[src/rtl/fixed_point_saturating_subtractor_pkg.sv]
// Fixed-point constants and saturation codes shared by the saturating adder and subtractor.
// Widths up to FP_MAX_W bits are supported by the constant helpers.
package fixed_point_saturating_subtractor_pkg;

  localparam int FP_MAX_W = 64;

  // Top two bits of the (W+1)-bit raw result that signal overflow.
  localparam logic [1:0] SAT_CODE_POS = 2'b01;
  localparam logic [1:0] SAT_CODE_NEG = 2'b10;

  function automatic logic [FP_MAX_W-1:0] fp_max(input int w);
    return (FP_MAX_W'(1) << (w - 1)) - FP_MAX_W'(1);
  endfunction

  function automatic logic [FP_MAX_W-1:0] fp_min(input int w);
    return FP_MAX_W'(1) << (w - 1);
  endfunction

endpackage

[src/rtl/fixed_point_saturating_subtractor_if.sv]
// Operand/result stream bundle for the saturating subtractor.
// The slave modport is the block's view; the master modport is the producer/consumer side.
interface fixed_point_saturating_subtractor_if #(
  parameter int W = 16
) ();

  logic         in_valid;
  logic         in_ready;
  logic [W-1:0] A;
  logic [W-1:0] B;
  logic         out_valid;
  logic         out_ready;
  logic [W-1:0] diff;
  logic         out_sat;

  modport slave (
    input  in_valid, A, B, out_ready,
    output in_ready, out_valid, diff, out_sat
  );

  modport master (
    output in_valid, A, B, out_ready,
    input  in_ready, out_valid, diff, out_sat
  );

endinterface

[src/rtl/pipe_stage_reg.sv]
// One-entry valid/ready register slice; accepts new data whenever empty or being drained,
// so back-to-back slices sustain one transfer per cycle without bubbles.
module pipe_stage_reg #(
  parameter int DW = 17
) (
  input  logic          clk,
  input  logic          reset,
  input  logic          in_valid_i,
  output logic          in_ready_o,
  input  logic [DW-1:0] in_data_i,
  output logic          out_valid_o,
  input  logic          out_ready_i,
  output logic [DW-1:0] out_data_o
);

  logic          valid_q, valid_d;
  logic [DW-1:0] data_q, data_d;

  assign in_ready_o = !valid_q || out_ready_i;

  always_comb begin
    // NOTE: every always_comb output gets a default first so no path can infer a latch.
    valid_d = valid_q;
    data_d  = data_q;
    if (in_ready_o) begin
      valid_d = in_valid_i;
      if (in_valid_i) data_d = in_data_i;
    end
  end

  always_ff @(posedge clk or posedge reset) begin
    if (reset) begin
      valid_q <= 1'b0;
      // NOTE: the payload is reset too, because downstream exposes it as diff and it must read 0 out of reset.
      data_q  <= '0;
    end else begin
      // NOTE: state registers use non-blocking assignment so all flops update from pre-edge values.
      valid_q <= valid_d;
      data_q  <= data_d;
    end
  end

  assign out_valid_o = valid_q;
  assign out_data_o  = data_q;

endmodule

[src/rtl/fixed_point_saturating_subtractor.sv]
// Two-stage streaming saturating subtractor (diff = A - B) with a saturating clamp-event
// counter and sticky flag; S1 holds the full-precision difference, S2 clamps it on the way out.
module fixed_point_saturating_subtractor
  import fixed_point_saturating_subtractor_pkg::*;
#(
  parameter int W       = 16,
  parameter int COUNT_W = 16
) (
  input  logic                                  clk,
  input  logic                                  reset,
  fixed_point_saturating_subtractor_if.slave    bus,
  input  logic                                  clear_count,
  output logic [COUNT_W-1:0]                    sat_count,
  output logic                                  sat_sticky
);

  localparam logic [FP_MAX_W-1:0] MAX_WIDE = fp_max(W);
  localparam logic [FP_MAX_W-1:0] MIN_WIDE = fp_min(W);
  localparam logic [W-1:0]        SAT_MAX  = MAX_WIDE[W-1:0];
  localparam logic [W-1:0]        SAT_MIN  = MIN_WIDE[W-1:0];

  logic [W:0]   raw_in, s1_data, s2_data;
  logic         s1_valid, s2_ready, s2_valid;
  logic [W-1:0] diff_sat;
  logic         sat_flag;

  // One extra bit of headroom makes the difference exact; overflow shows up in the top two bits.
  assign raw_in = {bus.A[W-1], bus.A} - {bus.B[W-1], bus.B};

  pipe_stage_reg #(.DW(W + 1)) u_s1 (
    .clk         (clk),
    .reset       (reset),
    .in_valid_i  (bus.in_valid),
    .in_ready_o  (bus.in_ready),
    .in_data_i   (raw_in),
    .out_valid_o (s1_valid),
    .out_ready_i (s2_ready),
    .out_data_o  (s1_data)
  );

  pipe_stage_reg #(.DW(W + 1)) u_s2 (
    .clk         (clk),
    .reset       (reset),
    .in_valid_i  (s1_valid),
    .in_ready_o  (s2_ready),
    .in_data_i   (s1_data),
    .out_valid_o (s2_valid),
    .out_ready_i (bus.out_ready),
    .out_data_o  (s2_data)
  );

  always_comb begin
    diff_sat = s2_data[W-1:0];
    sat_flag = 1'b0;
    case (s2_data[W:W-1])
      SAT_CODE_POS: begin
        diff_sat = SAT_MAX;
        sat_flag = 1'b1;
      end
      SAT_CODE_NEG: begin
        diff_sat = SAT_MIN;
        sat_flag = 1'b1;
      end
      default: ;
    endcase
  end

  assign bus.out_valid = s2_valid;
  assign bus.diff      = diff_sat;
  assign bus.out_sat   = sat_flag;

  logic [COUNT_W-1:0] sat_count_q, sat_count_d;
  logic               sat_sticky_q, sat_sticky_d;
  logic               sat_handoff;

  assign sat_handoff = s2_valid && bus.out_ready && sat_flag;

  // Clear wins over a same-cycle event; the count pins at all-ones instead of wrapping.
  always_comb begin
    sat_count_d  = sat_count_q;
    sat_sticky_d = sat_sticky_q;
    if (clear_count) begin
      sat_count_d  = '0;
      sat_sticky_d = 1'b0;
    end else if (sat_handoff) begin
      sat_sticky_d = 1'b1;
      if (sat_count_q != '1) sat_count_d = sat_count_q + COUNT_W'(1);
    end
  end

  always_ff @(posedge clk or posedge reset) begin
    if (reset) begin
      sat_count_q  <= '0;
      sat_sticky_q <= 1'b0;
    end else begin
      sat_count_q  <= sat_count_d;
      sat_sticky_q <= sat_sticky_d;
    end
  end

  assign sat_count  = sat_count_q;
  assign sat_sticky = sat_sticky_q;

endmodule

[src/flat_wrapper.sv]
// flat-port wrapper written by rule: the top's interface ports become plain ports
module fixed_point_saturating_subtractor_flat import fixed_point_saturating_subtractor_pkg::*;
#(
  parameter int W       = 16,
  parameter int COUNT_W = 16
)
  (clk, reset, clear_count, sat_count, sat_sticky, bus_in_valid, bus_A, bus_B, bus_out_ready, bus_in_ready, bus_out_valid, bus_diff, bus_out_sat);
  fixed_point_saturating_subtractor_if #(.W(W)) bus_i ();
  input  logic clk;
  input  logic reset;
  input  logic clear_count;
  output logic [COUNT_W-1:0] sat_count;
  output logic sat_sticky;
  input wire logic [$bits(bus_i.in_valid)-1:0] bus_in_valid;
  input wire logic [$bits(bus_i.A)-1:0] bus_A;
  input wire logic [$bits(bus_i.B)-1:0] bus_B;
  input wire logic [$bits(bus_i.out_ready)-1:0] bus_out_ready;
  output wire logic [$bits(bus_i.in_ready)-1:0] bus_in_ready;
  output wire logic [$bits(bus_i.out_valid)-1:0] bus_out_valid;
  output wire logic [$bits(bus_i.diff)-1:0] bus_diff;
  output wire logic [$bits(bus_i.out_sat)-1:0] bus_out_sat;
  assign bus_i.in_valid = bus_in_valid;
  assign bus_i.A = bus_A;
  assign bus_i.B = bus_B;
  assign bus_i.out_ready = bus_out_ready;
  assign bus_in_ready = bus_i.in_ready;
  assign bus_out_valid = bus_i.out_valid;
  assign bus_diff = bus_i.diff;
  assign bus_out_sat = bus_i.out_sat;
  fixed_point_saturating_subtractor #(.W(W), .COUNT_W(COUNT_W)) u_core (.clk(clk), .reset(reset), .bus(bus_i), .clear_count(clear_count), .sat_count(sat_count), .sat_sticky(sat_sticky));
endmodule
[config.mk]
export PLATFORM = sky130hd
export DESIGN_NAME = fixed_point_saturating_subtractor_flat
export DESIGN_NICKNAME = d
export VERILOG_FILES = /design/src/rtl/fixed_point_saturating_subtractor_pkg.sv /design/src/rtl/fixed_point_saturating_subtractor_if.sv /design/src/rtl/pipe_stage_reg.sv /design/src/rtl/fixed_point_saturating_subtractor.sv /design/src/flat_wrapper.sv
export SDC_FILE = /design/constraint.sdc
export NUM_CORES = 1
export LEC_CHECK = 0
export ABC_AREA = 1
export CORE_ASPECT_RATIO = 1.4
export CORE_MARGIN = 4
export CORE_UTILIZATION = 50
export CTS_BUF_LIST = sky130_fd_sc_hd__clkbuf_8
export DETAILED_ROUTE_END_ITERATION = 10
export HOLD_SLACK_MARGIN = 0.05
export PLACE_DENSITY = 0.78
export SYNTH_ARGS = -nofsm -noshare
export SYNTH_HDL_FRONTEND = slang
export SYNTH_SLANG_ARGS = --single-unit
[constraint.sdc]
create_clock -name clk -period 4.7 [get_ports clk]
set_input_delay 0.47 -clock clk [delete_from_list [all_inputs] [get_ports clk]]
set_output_delay 0.47 -clock clk [all_outputs]
set_load 0.05 [all_outputs]
# ---- Yosys cells after proc, flatten, opt, wreduce, memory -nomap -nowiden
# Cells that the tools add are included.
# W data, S select, Z words.
dict set report totals {
  reg_bits 53
  latch_bits 0
  ram_bits 0
  romBits 0
  input_bits 37
  out_inout_bits 36
  elab_cells 30
  n_memories 0
}
dict set report classes {
  n_addsub 2
  mul 0
  div_mod_pow 0
  n_lt_le_gt_ge 0
  n_eq_ne 3
  shift 0
  mux 7
  bitwise 0
  reduce_logical 12
}
# operator n
set op_table {}
lappend op_table {{$mux W16} 3}
lappend op_table {{$pmux W16 S2} 1}
lappend op_table {{$sub A16 B16 Y17} 1}
lappend op_table {{$add A16 B1 Y16 const B} 1}
lappend op_table {{$ne A16 B16 Y1 const B} 1}
lappend op_table {{$reduce_and A2 Y1} 3}
lappend op_table {{$reduce_bool A2 Y1} 2}
lappend op_table {{$mux W1} 3}
lappend op_table {{$eq A2 B1 Y1 const B} 1}
lappend op_table {{$eq A2 B2 Y1 const B} 1}
lappend op_table {{$logic_and A1 B1 Y1} 2}
lappend op_table {{$logic_not A1 Y1} 2}
lappend op_table {{$logic_or A1 B1 Y1} 2}
lappend op_table {{$reduce_or A2 Y1} 1}

# ---- Depth between registers and ports, before layout
# Gate-level depths: netlist (run 1).
dict set report depth {
  word_depth 6
  depth_mapped 13
  mapped_depth_nobuf 13
}

# ---- By module
# From an unflattened synthesis (run 1), not the netlist that was laid out.
dict set report hier_totals {
  cells_unflattened 578
  area_unflattened_um2 3927.5
}
# module n_inst cells_per_inst area_per_inst_um2 seq_area_each_um2
set modules_own_cells {}
lappend modules_own_cells {fixed_point_saturating_subtractor 1 420 2413.6 425.4}
lappend modules_own_cells {pipe_stage_reg 2 79 757.0 450.4}

# ---- Least setup slack after synthesis (run 1)
# No wires, ideal clock.
dict set report synth_timing {
  kind {flip-flop to output port}
  startpoint {register u_core.u_s2.data_q[15], in the netlist u_core.u_s2.out_data_o[15]}
  endpoint {output bus_diff[10]}
  arrival_ns 2.447
  required_ns 4.230
  slack_ns 1.783
  stages_incl_launch_ff 7
  path_buffers 2
  cell_sequence {dfrtp_1 -> inv_1 -> ha_1 -> buf_2 -> inv_1 -> clkbuf_1 -> o21ai_0}
}
dict set report synth_between {
  elab_chain_cells 2
  word_cells_on_any_way 3
  cone_classes {eq/ne (2); mux (1)}
}
# item line
set synth_lines {}
lappend synth_lines {{start, declared} pipe_stage_reg.sv:17} ;# logic [DW-1:0] data_q, data_d;
lappend synth_lines {{start signal, assigned} pipe_stage_reg.sv:39} ;# data_q <= data_d;
lappend synth_lines {{$eq A2 B2 Y1 / $eq A2 B1 Y1 (equally long branches)} fixed_point_saturating_subtractor.sv:55} ;# case (s2_data[W:W-1])
lappend synth_lines {{$pmux W16 S2 (*)} fixed_point_saturating_subtractor.sv:55}
lappend synth_lines {{end, declared} flat_wrapper.sv:20} ;# output wire logic [$bits(bus_i.diff)-1:0] bus_diff;
# Mark *: on every way between the ends. The rest lies on a longest branch, timed or not.

# ---- Final worst setup path (run 1)
dict set report layout_timing {
  startpoint {register u_core.u_s2.data_q[15], in the netlist u_core.u_s2.out_data_o[15]}
  endpoint {output bus_diff[14]}
}
# The elaborated chain is that of the path after synthesis.

==> results of run 1 <==
[per-stage QoR]
step	setup slack, ns	utilization	hold slack, ns	cells	power, mW
2_1_floorplan	1.78	-	0.449	552	1.38
4_1_cts	1.33	0.645	0.492	714	1.99
5_1_grt	1.12	0.645	0.525	714	2.10
3_5_place_dp	1.68	0.632	0.467	707	1.72
3_3_place_gp	1.79	0.632	0.464	707	1.70
6_report	1.35	0.645	0.490	714	1.97
[flip-flops by register name (all words and copies together), names as in the netlist]
signal / count
u_core.u_s1.out_data_o: 17
u_core.u_s2.out_data_o: 17
u_core.sat_count: 16
u_core.sat_sticky: 1
u_core.u_s1.out_valid_o: 1
u_core.u_s2.out_valid_o: 1
[path summary, 6_finish.rpt]
kind                                                        start                                endpoint  slack, ns
min                        u_core.u_s1.out_data_o[16]$_DFFE_PP0P_  u_core.u_s1.out_data_o[16]$_DFFE_PP0P_       0.49
max reg2reg                u_core.u_s2.out_data_o[15]$_DFFE_PP0P_         u_core.sat_count[7]$_DFFE_PP0P_       2.57
min reg2reg                u_core.u_s1.out_data_o[16]$_DFFE_PP0P_  u_core.u_s1.out_data_o[16]$_DFFE_PP0P_       0.49
min in group asynchronous                                   reset         u_core.sat_count[2]$_DFFE_PP0P_       0.72
max in group asynchronous                                   reset  u_core.u_s2.out_data_o[16]$_DFFE_PP0P_       3.31
max                        u_core.u_s2.out_data_o[15]$_DFFE_PP0P_                            bus_diff[14]       1.35
[Yosys cell counts, drive strengths merged]
master	number	share of area
a21oi	19	0.026
a31oi	1	0.0017
and2	2	0.0034
buf	4	0.011
clkbuf	8	0.0081
clkinv	1	0.0010
dfrtp	53	0.36
fa	1	0.0054
ha	19	0.064
inv	105	0.11
mux2	2	0.0061
nand2	196	0.20
nand3	38	0.053
nand3b	2	0.0041
nand4	6	0.010
nor2	36	0.041
nor3	8	0.011
nor3b	1	0.0020
o21ai	38	0.058
o21bai	1	0.0020
o22ai	1	0.0017
or2	3	0.0051
xnor2	1	0.0024
xor2	6	0.014
[kinds of logic after synthesis]
logic type	synth area share
muxes	0.00608
DFF	0.358
xor gates and xnor gates	0.0166
adders and majority gates	0.0696
AOI/OAI and AO/OA	0.0896
buffers and inverters	0.127
and+or+nand+nor	0.333
[where the power goes]
group	leakage [nW]	switching (mW)	internal (mW)
sequential	0.662	0.0480	0.550
combinational	1.71	0.758	0.350
clock	0.0433	0.148	0.117
total	2.42	0.954	1.02
[final cells by class]
| class | count | area (um^2) | share of cell area |
|---|---|---|---|
| Clock buffer | 6 | 82.6 | 0.0181 |
| Inverter | 106 | 398 | 0.0873 |
| Timing Repair Buffer | 72 | 721 | 0.158 |
| Clock inverter | 1 | 7.51 | 0.00165 |
| Tap cell | 95 | 119 | 0.0261 |
| Multi-Input combinational cell | 381 | 1910 | 0.418 |
| Sequential cell | 53 | 1330 | 0.291 |
[routing by layer]
metal  vias up  global-route usage
met5         -                   0
met2       119               0.400
met3        20              0.0287
met1      1611               0.222
met4         0               0.101
li1       1827                   -
[critical path, delay by kind of cell (launching register included)]
family          cells  cell delay, ns
buf+inv             3            1.19
fa+ha+maj           1            0.42
simple gates        1            0.39
flops               1            0.36
compound gates      1            0.20
==> run_results.csv, run 1 <==
group,metric,value,unit
outcome,status,"completed",
clock_tree,cts.reportedPaths.clkPinSlew,0.09,ns
synthesis,yosysWarningCount,0,
place,gp_congestion,0.897,
die,num_rows,36,
detailed_routing,routed_wl,8480,um
cells_and_area,fillers,640,
setup_path,critPathKind,"flop to output port",
detailed_routing,ant_nets,0,
timing,hold_violations,0,
die,die_x,80.7,um
clock_tree,cts_setup_buffers,0,
setup_path,slowest_stage,"clkdlybuf4s50_1",
die,coreArea,0.00707,mm^2
clock_tree,cts_tree,"built",
timing,relSlewSlack,0.290,
global_route,grt.overflow.total,0,
cells_and_area,final_common_cell,"nand2_1",
timing,maxSlewViolCount,0,
setup_path,path_max_fanout,15,
global_route,first_global_vias,3466,
min_path,worstHoldPathCells,2,
place,post-dp-hpwl,6790,um
detailed_routing,avgRoutedWirePerCell,11.9,um
pwr,p_leak,2.42,nW
die,ios,73,
global_route,grt_use_total,0.210,
die,die_h,110,um
clock_tree,numCtsBuffers,5,
synthesis,syn_area_per_cell,6.70,um^2
cells_and_area,final_layout_size_suffix_gt1_frac,0.0501,
place,io_buffers,72,
timing,fin_crit,3.35,ns
synthesis,syn_area,0.00370,mm^2
timing,worst_slew_pin_slew,1.06,ns
cells_and_area,syn_to_final_growth,23.2,%
min_path,hold_path_class,"flop to flop",
clock_tree,cts_hold_buf,0,
detailed_routing,remaining_drc_errors,0,
detailed_routing,vias,3577,
synthesis,yosysUniqueCellTypes,34,
clock_tree,clock-sinks,53,
setup_path,critPathMaxStageDelay,0.83,ns
setup_path,cp_common_cell,"inv_1",
setup_path,endpoint_kind,"output port",
detailed_routing,dr.max_layer_used,"met4",
detailed_routing,via_per_inst,5.01,
cells_and_area,finalNetCount,676,
synthesis,syn_nets,609,
setup_path,crit_path_cell_trace,"inv_1 -> ha_1 -> inv_1 -> nand2_1 -> o21ai_0 -> clkdlybuf4s50_1",
die,initial_core_util,0.523,
clock_tree,cts_buffer_depth,2,
detailed_routing,wl_met2,4540,um
timing,post-route-period-util,0.712,
timing,finalSetupViolations,0,
pwr,peakVddDrop,316,uV
clock_tree,htree_levels,2,
timing,rsz0062_at_grt,"no",
cells_and_area,final_area,0.00456,mm^2
global_route,antenna_found_initial,0,
setup_path,critPathArrivalTime,2.88,ns
global_route,grt_first_pass_wirelength,14700,um
detailed_routing,initialDrtViolationCount,201,
place,placed_cell_area,0.00447,mm^2
setup_path,cp-start-kind,"flop",
timing,fin_tns_setup,0,ns
clock_tree,ctsResizeCount,0,
pwr,power-per-cell-area,432,mW/mm^2
clock_tree,clkLatencyLatePin,0.31,ns
cells_and_area,most-common-layout-cells,"191 x nand2_1, 102 x inv_1, 72 x clkdlybuf4s50_1, 53 x dfrtp_1, 37 x nand3_1",
cells_and_area,num_antenna_cells,0,
timing,finClkSkew,0.00779,ns
detailed_routing,firstDrtPassIters,5,
job,maxCapViolCount,0,
die,die_area,0.00886,mm^2
synthesis,postSynthCellCount,552,
timing,max_freq,0.299,GHz
synthesis,yosys_register_bits,53,
setup_path,reg2reg_depth,9,
clock_tree,cts_root_buf,"clkbuf_8",
setup_path,required,4.23,ns
detailed_routing,wl_met1,3250,um
detailed_routing,wl_met3,433,um
synthesis,yosysSeqAreaShare,0.358,
global_route,grt_max_degree,54,
No activity file was read; power rests on OpenSTA's default activity.
==> run 2, diff against run 1 <==
==> constraint.sdc (replaced) <==
create_clock -name clk -period 3.2 [get_ports clk]
set_input_delay 0.32 -clock clk [delete_from_list [all_inputs] [get_ports clk]]
set_output_delay 0.32 -clock clk [all_outputs]
set_load 0.05 [all_outputs]
==> run 2 against run 1 <==
Compared with the run above:
- worst hold slack got worse by 0.092 ns
- critical path type unchanged
- final area increased by 1.1%
- routed wire length decreased by 0.57%
- critical path depth unchanged
- via count decreased by 0.31%
- final cell count increased by 0.42%
- critical endpoint is now bus_diff[11]
- sequential power increased by 47%
- count of clock-buffer cells in the layout unchanged
- non-clock buffer count increased by 2
- clock power increased by 74%
- die area unchanged
==> run_results.csv, run 2 (synthesized netlist as in run 1, its figures left out) <==
group,metric,value,unit
timing,worst_slew_pin_slew,0.611,ns
timing,rsz0062_at_grt,"no",
pwr,peakVddDrop,431,uV
detailed_routing,initialDrtViolationCount,145,
die,die_x,80.7,um
detailed_routing,ant_nets,0,
detailed_routing,firstDrtPassIters,4,
detailed_routing,avgRoutedWirePerCell,11.8,um
global_route,grt_max_degree,30,
clock_tree,ctsResizeCount,2,
cells_and_area,finalNetCount,678,
global_route,first_global_vias,3374,
clock_tree,clock-sinks,53,
timing,finClkSkew,0.00754,ns
cells_and_area,fillers,644,
timing,relSlewSlack,0.592,
cells_and_area,final_common_cell,"nand2_1",
detailed_routing,remaining_drc_errors,0,
cells_and_area,seq_area,0.00133,mm^2
timing,fin_crit,3.04,ns
setup_path,path_max_fanout,15,
cells_and_area,final_layout_size_suffix_gt1_frac,0.0547,
die,die_h,110,um
pwr,swShare,0.472,
global_route,grt_use_total,0.200,
clock_tree,cts_setup_buffers,0,
timing,post-route-period-util,0.949,
cells_and_area,multi_input_area,0.00191,mm^2
clock_tree,cts_tree,"built",
timing,finalSetupViolations,0,
timing,whs,0.397,ns
setup_path,required,2.88,ns
die,die_area,0.00886,mm^2
pwr,p_comb_frac,0.547,
global_route,grt_first_pass_wirelength,14000,um
setup_path,critPathKind,"flop to output port",
global_route,grt.overflow.total,0,
setup_path,endpoint_kind,"output port",
pwr,pwr-share-seq,0.297,
clock_tree,htree_levels,2,
die,num_rows,36,
clock_tree,cts.reportedPaths.clkPinSlew,0.09,ns
pwr,p_int,1.56,mW
clock_tree,clkLatencyLatePin,0.31,ns
die,coreArea,0.00707,mm^2
job,maxCapViolCount,0,
pwr,power-per-cell-area,642,mW/mm^2
detailed_routing,routed_wl,8430,um
clock_tree,cts_hold_buf,0,
timing,fin_tns_setup,0,ns
timing,hold_violations,0,
detailed_routing,vias,3566,
cells_and_area,num_antenna_cells,0,
place,post-dp-hpwl,6890,um
die,ios,73,
cells_and_area,most-common-layout-cells,"190 x nand2_1, 103 x inv_1, 66 x clkdlybuf4s50_1, 53 x dfrtp_1, 37 x nand3_1",
die,initial_core_util,0.523,
pwr,clkPwrFrac,0.155,
setup_path,critPathArrivalTime,2.72,ns
global_route,antenna_found_initial,0,
pwr,p_leak,2.50,nW
outcome,status,"completed",
clock_tree,cts_buffer_depth,2,
place,dp_cells,709,
timing,maxSlewViolCount,0,
pwr,p_sw,1.40,mW
cells_and_area,stdcell_count,717,
clock_tree,numCtsBuffers,5,
detailed_routing,via_per_inst,4.97,
place,gp_congestion,0.894,
clock_tree,cts_root_buf,"clkbuf_8",
min_path,hold_path_class,"primary input to asynchronous set/reset pin",
place,io_buffers,72,
timing,max_freq,0.329,GHz
cells_and_area,syn_to_final_growth,24.6,%
setup_path,cp-start-kind,"flop",
run 2: layout make-up:
type,instances,share of cell area
clock buffers,6,0.0179
multi-input cells,381,0.414
well taps,95,0.0258
inverters,106,0.0863
repair buffers,74,0.161
clock inverters,2,0.00733
flip-flops and latches,53,0.288
run 2: layer usage:
| metal | wire length, um | global-route usage | up-vias | share of wire |
|---|---|---|---|---|
| met5 | 0 | 0 | - | 0 |
| met4 | 267 | 0.100 | 0 | 0.032 |
| met3 | 366 | 0.0221 | 24 | 0.043 |
| met2 | 4550 | 0.396 | 102 | 0.54 |
| met1 | 3250 | 0.201 | 1604 | 0.39 |
| li1 | - | - | 1836 | - |
run 2: metrics by stage:
| stage | worst slack, ns | instance area [um^2] | utilization | power [mW] |
|---|---|---|---|---|
| finish | 0.165 | 4610 | 0.652 | 2.96 |
| detailed placement | 0.322 | 4480 | 0.634 | 2.54 |
| global placement | 0.440 | 4480 | 0.634 | 2.50 |
| CTS | 0.000983 | 4600 | 0.650 | 2.98 |
| floorplan | 0.433 | 3700 | - | 2.02 |
| global route | 0.0504 | 4610 | 0.652 | 3.12 |
run 2: final timing paths:
check	from	endpoint	slack, ns	cells past startpoint
worst max-delay path	u_core.u_s2.out_data_o[15]$_DFFE_PP0P_	bus_diff[11]	0.16	6
worst min-delay path	reset	u_core.sat_count[3]$_DFFE_PP0P_	0.40	2
worst max register to register	u_core.u_s2.out_data_o[15]$_DFFE_PP0P_	u_core.sat_count[3]$_DFFE_PP0P_	1.02	9
worst min register to register	u_core.u_s2.out_data_o[8]$_DFFE_PP0P_	u_core.u_s2.out_data_o[8]$_DFFE_PP0P_	0.49	2
max in group asynchronous	reset	u_core.u_s1.out_data_o[4]$_DFFE_PP0P_	2.05	3
min in group clk	u_core.u_s2.out_data_o[8]$_DFFE_PP0P_	u_core.u_s2.out_data_o[8]$_DFFE_PP0P_	0.49	2
run 2: worst max-delay path, cell delays in order, from the launching register on:
cell             delay [ns]
dfrtp_1                0.37
inv_1                  0.08
ha_1                   0.43
inv_1                  0.30
nand2_2                0.26
o21ai_0                0.14
clkdlybuf4s50_1        0.83
run 2: power by group through the flow:
stage	clock network [mW]	registers (mW)	logic, mW
3_3_place_gp	0	0.886	1.62
5_1_grt	0.491	0.898	1.73
4_1_cts	0.470	0.880	1.63
2_1_floorplan	0	0.931	1.09
3_5_place_dp	0	0.893	1.64
6_report	0.460	0.880	1.62
